<file path="config.mk">
export PLATFORM = sky130hd
export DESIGN_NAME = wf68k30l_multiplier
export DESIGN_NICKNAME = d
export VERILOG_FILES = /design/src/rtl/wf68k30l_multiplier.sv
export SDC_FILE = /design/constraint.sdc
export NUM_CORES = 1
export LEC_CHECK = 0
export CAP_MARGIN = 10
export CORE_ASPECT_RATIO = 0.8
export CORE_MARGIN = 2
export CORE_UTILIZATION = 49
export DETAILED_ROUTE_END_ITERATION = 8
export GPL_ROUTABILITY_DRIVEN = 0
export PLACE_DENSITY_LB_ADDON = 0.3
export RECOVER_POWER = 25
export SKIP_LAST_GASP = 1
export SYNTH_ARGS = -nofsm -noshare
export SYNTH_HDL_FRONTEND = slang
export SYNTH_SLANG_ARGS = --single-unit
export TNS_END_PERCENT = 20
</file>
<file path="constraint.sdc">
create_clock -name CLK -period 6.8 [get_ports CLK]
set_input_delay 1.36 -clock CLK [delete_from_list [all_inputs] [get_ports CLK]]
set_output_delay 1.36 -clock CLK [all_outputs]
set_load 0.1 [all_outputs]
</file>
<file path="src/rtl/wf68k30l_multiplier.sv">
// Sequential shift-add multiplier for MULS/MULU (16x16->32, 32x32->32, 32x32->64).
// Shares the ALU start handshake (ALU_INIT + OP_IN) and one-cycle ready pulse with the divider.

package wf68k30l_mul_pkg;
    localparam int unsigned OP_W = 7;
    localparam int unsigned SZ_W = 2;

    localparam logic [OP_W-1:0] MULS = 7'h2A;
    localparam logic [OP_W-1:0] MULU = 7'h2B;

    localparam logic [SZ_W-1:0] BYTE = 2'b00;
    localparam logic [SZ_W-1:0] WORD = 2'b01;
    localparam logic [SZ_W-1:0] LONG = 2'b10;
endpackage

module wf68k30l_multiplier
    import wf68k30l_mul_pkg::*;
(
    input  logic            CLK,
    input  logic            RESETn,
    input  logic [OP_W-1:0] OP_IN,
    input  logic [OP_W-1:0] OP,
    input  logic [SZ_W-1:0] OP_SIZE,
    input  logic            ALU_INIT,
    input  logic [15:0]     BIW_1,
    input  logic [31:0]     OP1,
    input  logic [31:0]     OP2,
    output logic [31:0]     PRODUCT_LO,
    output logic [31:0]     PRODUCT_HI,
    output logic            VFLAG_MUL,
    output logic            MUL_RDY
);
    localparam int unsigned DW = 32;
    localparam int unsigned AW = 64;
    localparam int unsigned CW = 5;

    typedef enum logic [1:0] {
        MUL_IDLE,
        MUL_INIT,
        MUL_CALC
    } state_t;

    state_t          state,     state_nxt;
    logic [AW-1:0]   acc,       acc_nxt;
    logic [DW-1:0]   mcand,     mcand_nxt;
    logic [DW-1:0]   mplier,    mplier_nxt;
    logic [CW-1:0]   bitcnt,    bitcnt_nxt;
    logic            sign,      sign_nxt;
    logic            is_long,   is_long_nxt;
    logic            is_signed, is_signed_nxt;
    logic            mode64,    mode64_nxt;
    logic [DW-1:0]   prod_lo,   prod_lo_nxt;
    logic [DW-1:0]   prod_hi,   prod_hi_nxt;
    logic            vflag,     vflag_nxt;
    logic            rdy,       rdy_nxt;

    // Operand conditioning for MUL_INIT: sign extraction and magnitude.
    logic          long_in;
    logic          signed_in;
    logic          neg1;
    logic          neg2;
    logic [DW-1:0] mag1;
    logic [DW-1:0] mag2;

    assign long_in   = (OP_SIZE == LONG);
    assign signed_in = (OP == MULS);
    assign neg1      = signed_in && (long_in ? OP1[31] : OP1[15]);
    assign neg2      = signed_in && (long_in ? OP2[31] : OP2[15]);

    assign mag1 = long_in ? (neg1 ? DW'(-OP1) : OP1)
                          : {16'h0000, (neg1 ? 16'(-OP1[15:0]) : OP1[15:0])};
    assign mag2 = long_in ? (neg2 ? DW'(-OP2) : OP2)
                          : {16'h0000, (neg2 ? 16'(-OP2[15:0]) : OP2[15:0])};

    // One partial product per cycle; the final cycle folds in the sign.
    logic [AW-1:0] partial;
    logic [AW-1:0] sum;
    logic [AW-1:0] result;
    logic          last;
    logic          ovf;

    assign partial = mplier[bitcnt] ? (AW'(mcand) << bitcnt) : '0;
    assign sum     = acc + partial;
    assign result  = sign ? AW'(-sum) : sum;
    assign last    = (bitcnt == (is_long ? CW'(31) : CW'(15)));
    assign ovf     = is_signed ? (result[63:32] != {DW{result[31]}})
                               : (result[63:32] != '0);

    logic unused_biw;
    assign unused_biw = ^{BIW_1[15:11], BIW_1[9:0]};

    always_ff @(posedge CLK or negedge RESETn) begin
        if (!RESETn) begin
            state     <= MUL_IDLE;
            acc       <= '0;
            mcand     <= '0;
            mplier    <= '0;
            bitcnt    <= '0;
            sign      <= 1'b0;
            is_long   <= 1'b0;
            is_signed <= 1'b0;
            mode64    <= 1'b0;
            prod_lo   <= '0;
            prod_hi   <= '0;
            vflag     <= 1'b0;
            rdy       <= 1'b0;
        end else begin
            state     <= state_nxt;
            acc       <= acc_nxt;
            mcand     <= mcand_nxt;
            mplier    <= mplier_nxt;
            bitcnt    <= bitcnt_nxt;
            sign      <= sign_nxt;
            is_long   <= is_long_nxt;
            is_signed <= is_signed_nxt;
            mode64    <= mode64_nxt;
            prod_lo   <= prod_lo_nxt;
            prod_hi   <= prod_hi_nxt;
            vflag     <= vflag_nxt;
            rdy       <= rdy_nxt;
        end
    end

    always_comb begin
        state_nxt     = state;
        acc_nxt       = acc;
        mcand_nxt     = mcand;
        mplier_nxt    = mplier;
        bitcnt_nxt    = bitcnt;
        sign_nxt      = sign;
        is_long_nxt   = is_long;
        is_signed_nxt = is_signed;
        mode64_nxt    = mode64;
        prod_lo_nxt   = prod_lo;
        prod_hi_nxt   = prod_hi;
        vflag_nxt     = vflag;
        rdy_nxt       = 1'b0;

        case (state)
            MUL_IDLE: begin
                if (ALU_INIT && (OP_IN == MULS || OP_IN == MULU)) begin
                    state_nxt = MUL_INIT;
                end
            end

            MUL_INIT: begin
                mcand_nxt     = mag2;
                mplier_nxt    = mag1;
                sign_nxt      = neg1 ^ neg2;
                is_long_nxt   = long_in;
                is_signed_nxt = signed_in;
                mode64_nxt    = long_in && BIW_1[10];
                acc_nxt       = '0;
                bitcnt_nxt    = '0;
                vflag_nxt     = 1'b0;
                if (mag1 == '0 || mag2 == '0) begin
                    prod_lo_nxt = '0;
                    prod_hi_nxt = '0;
                    rdy_nxt     = 1'b1;
                    state_nxt   = MUL_IDLE;
                end else begin
                    state_nxt = MUL_CALC;
                end
            end

            MUL_CALC: begin
                acc_nxt    = sum;
                bitcnt_nxt = CW'(bitcnt + CW'(1));
                if (last) begin
                    prod_lo_nxt = result[31:0];
                    if (is_long) begin
                        prod_hi_nxt = result[63:32];
                    end else begin
                        prod_hi_nxt = is_signed ? {DW{result[31]}} : '0;
                    end
                    vflag_nxt = is_long && !mode64 && ovf;
                    rdy_nxt   = 1'b1;
                    state_nxt = MUL_IDLE;
                end
            end

            default: state_nxt = MUL_IDLE;
        endcase
    end

    assign PRODUCT_LO = prod_lo;
    assign PRODUCT_HI = prod_hi;
    assign VFLAG_MUL  = vflag;
    assign MUL_RDY    = rdy;

endmodule

</file>
==> metrics.md <==
| Metric | Value |
|---|---|
| Worst Setup Path Type | `flip-flop to flip-flop` |
| Post-Syn Area | `18840 um2` |
| Filler Cell Count | `3026` |
| All-layer global routing usage | `32.36%` |
| CTS Buf Count | `23` |
| Maximum clock rate | `146.3 MHz` |
| Vias in the first global route | `19647` |
| Residual DRC count | `0` |
| Cell variety after synth | `96` |
| Worst Hold Class | `flip-flop to flip-flop` |
| Hold path depth | `2` |
| Final Max Slew Viols | `0` |
| Clock skew | `14.76 ps` |
| Grt ovf | `0` |
| Final period utilization | `100.5%` |
| Critical path peak fanout | `13` |
| Die span in x | `223.3 um` |
| Hpwl dp | `51200 um` |
| VDD IR max | `225.7 uV` |
| GRT Max-Usage Layer | `met2` |
| CTS Sinks | `205` |
| First-pass GRT wire length | `105500 um` |
| Slew @ Worst Pin | `1495 ps` |
| Clock tree buffer depth | `3` |
| CTS root buf | `clkbuf_16` |
| Largest net degree at the start of global routing | `105` |
| Row cnt | `64` |
| P&R area growth vs syn | `33.28%` |
| Starting Density | `49.54%` |
| # diodes | `0` |
| Initial antenna violation count | `0` |
| PwrDens | `331.3 nW/um2` |
| CP required | `7210 ps` |
| Total power | `0.008321 W` |
| Grt met2 use | `50.69%` |
| Share of cells above drive strength 1 | `25.70%` |
| Ys async rst share | `100.0%` |
| Wirelength per Cell | `21.20 um` |
| Area of the multi-input gates | `13790 um2` |
| Post-layout nets | `2927` |
| Violated checks | `max-capacitance violations, negative setup slack` |
| Total wire length | `69220 um` |
| R2R cell count | `24` |
| Switch share | `46.96%` |
| Final setup margin | `-32.98 ps` |
| I/O pin count | `165` |
| GRT met3 Usage | `6.979%` |
| Psw | `0.003907 W` |
| Crit path max-delay cell type | `mux4_2` |
| Seq pwr share | `21.3%` |
| Kind of end point of the critical path | `flip-flop` |
| Clk pwr share | `15.6%` |
| TritonCTS clock tree | `yes` |
| Ys Warns | `0` |
| RR Startpoint | `bitcnt[0]$_DFFE_PN0P_` |
| Via Count | `21124` |
| Initial drt markers | `2746` |
| Worst r2r dst | `VFLAG_MUL$_DFFE_PN0P_` |
| Post-synthesis cell count | `2331` |
| Status | `finished with violations` |
| CP arrival | `7240 ps` |
| Final Setup Violations | `1` |
| Hold path startpoint | `PRODUCT_LO[15]$_DFFE_PN0P_` |
| Syn_area_per_cell | `8.084 um2` |
| Syn Nets | `2502` |
| Port bufs | `148` |
| LEAKAGE | `10.32 nW` |
| Max cap viols | `1` |
| Hold_ws | `470.8 ps` |
| Clk slew on worst S/H paths | `60 ps` |
| Hold Violations, Final | `0` |
| Worst path max stage delay | `530 ps` |
| Hold Buf Count CTS | `0` |
| Register area | `5135 um2` |
| Flops & latches, synth | `205` |
| P_int | `0.004414 W` |
| Die area | `40050 um2` |
| Yosys top cell area share | `27.22%` |
| Hold endpoint | `PRODUCT_LO[15]$_DFFE_PN0P_` |
| Stages on the worst setup path | `24` |
| H-tree levels | `1` |
| Worst Path Buf+Inv | `3` |
| Synth area leader | `dfrtp_1` |
| Logic gate share of total power | `63.1%` |
| RSZ-0062 raised after global routing | `yes` |
| Most used DFF post-synth | `dfrtp_1` |
| Largest cells by area after synthesis | `dfrtp_1 27%, nor2_1 5.2%, nand2_1 4.9%` |
| CORE AREA | `38040 um2` |
| Critical path's top delay family | `compound AO/OA/AOI/OAI gates` |
| ANT nets after route | `0` |
| GR Util met1 | `45.40%` |
| Min cycle time layout | `6833 ps` |
| Slew margin rel. | `0.3641%` |
| Skew-Pair Late Insertion Delay | `540 ps` |
| Drt pass-1 iters | `6` |
| Reg2reg setup slack | `-30 ps` |
| Sequential share of the synthesized area | `27.22%` |
| Vias per inst | `6.470` |
| Startpoint Class | `flip-flop` |
| Die height | `179.4 um` |
| CP Cell Sequence | `buf_12 -> buf_12 -> mux4_2 -> mux2_2 -> nor2_1 -> a21oi_1 -> nor2b_1 -> ha_1 -> a21oi_1 -> o21a_1 -> o221a_2 -> nand3_1 -> o311ai_1 -> o211ai_1 -> buf_4 -> or4b_4 -> or4_4 -> o31ai_2 -> xnor2_1 -> nand4_1 -> nor4_4 -> nand4_1 -> a22oi_2 -> a32oi_1` |
| Post-synth EDFFs | `0` |
| Fin util | `66.03%` |
## power groups by stage
stage	Clock [W]	Sequential (W)	Combinational, W
3_5_place_dp	0	0.00178	0.00472
3_3_place_gp	0	0.00175	0.00459
6_report	0.00130	0.00178	0.00525
5_1_grt	0.00136	0.00181	0.00555
4_1_cts	0.00131	0.00176	0.00479
2_1_floorplan	0	0.00227	0.00242
## sequential cells by signal, summed over array words and instances, names as in the netlist
register    count
acc            64
PRODUCT_HI     32
PRODUCT_LO     32
mcand          32
mplier         32
bitcnt          5
state           2
MUL_RDY         1
VFLAG_MUL       1
is_long         1
is_signed       1
mode64          1
sign            1
## worst register-to-register path: cells and delay by family (launching register included)
family	cells	cell delay, ps
AND/OR/NAND/NOR	8	2160
buffers and inverters	3	500
AO/OA/AOI/OAI	9	2200
XOR/XNOR	1	210
adder cells (fa/ha/maj)	1	370
flip-flops	1	450
multiplexers	2	820
## cells in the final DEF (no fill, tap or decap), drive strengths merged, types with 31 or more instances in the layout
cell type and instances:
clkdlybuf4s50 147, xor2 71, mux2 53, mux2i 36, o2bb2ai 31, dfrtp 205, clkbuf 32, ha 71
inv 47, a21oi 170, nor3 60, nand2 244, o31ai 59, buf 404, nor2 261, xnor2 85
nand4 50, a22o 65, o21ai 163, nand3 50
## worst max path at each step
stage                                      from               endpoint  slack, ps
after floorplan           bitcnt[0]$_DFFE_PN0P_  VFLAG_MUL$_DFFE_PN0P_         70
after global placement    bitcnt[0]$_DFFE_PN0P_  VFLAG_MUL$_DFFE_PN0P_       -140
after detailed placement  bitcnt[0]$_DFFE_PN0P_  VFLAG_MUL$_DFFE_PN0P_       -240
after CTS                 bitcnt[0]$_DFFE_PN0P_  VFLAG_MUL$_DFFE_PN0P_          4
after global routing      bitcnt[0]$_DFFE_PN0P_  VFLAG_MUL$_DFFE_PN0P_       -210
final                     bitcnt[0]$_DFFE_PN0P_  VFLAG_MUL$_DFFE_PN0P_        -30
## logic make-up (layout without fill, tap and decap cells)
logic type	count (synthesis)	count (layout)	share of synthesized area, %
xor+xnor	156	156	7.290
fa+ha+maj	72	72	4.820
buf+inv	201	640	4.263
simple gates	863	863	22.00
flops	205	205	27.22
compound gates	716	716	25.86
mux	118	118	8.545
## metal layers
| layer | part of all wire (%) | up-vias | wire, um |
|---|---|---|---|
| li1 | - | 9534 | - |
| met1 | 41 | 10125 | 28500 |
| met2 | 44 | 1245 | 30660 |
| met3 | 11 | 220 | 7515 |
| met4 | 3.7 | 0 | 2548 |
| met5 | 0 | - | 0 |
## cells in the mapped netlist, types with 8 or more instances
cell / n
and2_1: 28
o21a_1: 18
or2_2: 13
mux4_2: 29
o21bai_1: 8
mux2i_1: 36
xnor2_1: 85
o41ai_1: 20
or4_1: 15
inv_1: 47
or3_1: 27
nand2b_1: 13
ha_1: 71
o2bb2ai_1: 31
dfrtp_1: 205
a22oi_1: 9
a22o_1: 65
o21ai_0: 156
a31oi_1: 19
nand4_1: 50
o31ai_1: 58
o22ai_1: 8
and3_1: 15
o211ai_1: 14
buf_2: 12
and4_1: 13
a211oi_1: 19
a21o_1: 28
nor3_1: 59
nor4_1: 22
nor2_1: 260
nand2_1: 244
mux2_2: 53
nor2b_1: 21
nand3_1: 50
a21oi_1: 167
xor2_1: 70
clkbuf_1: 120
buf_1: 15
## layout make-up
type / count / share of cell area, %
clock inverters: 9 / 0.5081
multi-input cells: 1925 / 54.92
well taps: 495 / 2.466
repair buffers: 553 / 18.46
flip-flops and latches: 205 / 20.45
inverters: 48 / 0.7174
clock buffers: 30 / 2.476
## stage by stage
step | instances | worst slack, ps | setup TNS (ps) | area [um2]
finish | 3265 | -32.98 | -32.98 | 25120
global route | 3265 | -206.5 | -255.0 | 25120
floorplan | 2331 | 69.79 | 0 | 18870
detailed placement | 3192 | -237.4 | -2183 | 23210
CTS | 3238 | 4.262 | 0 | 24070
global placement | 3192 | -141.4 | -207.2 | 23210
## what timing repair did
action                                  4_1_cts  5_1_grt
setup buffers                                 7       27
pin swaps                                     6       44
resized for setup                            16      184
gates cloned                                  0        1
endpoints found under the setup margin       26       28
Note: power is estimated with default switching activity, not from simulation.
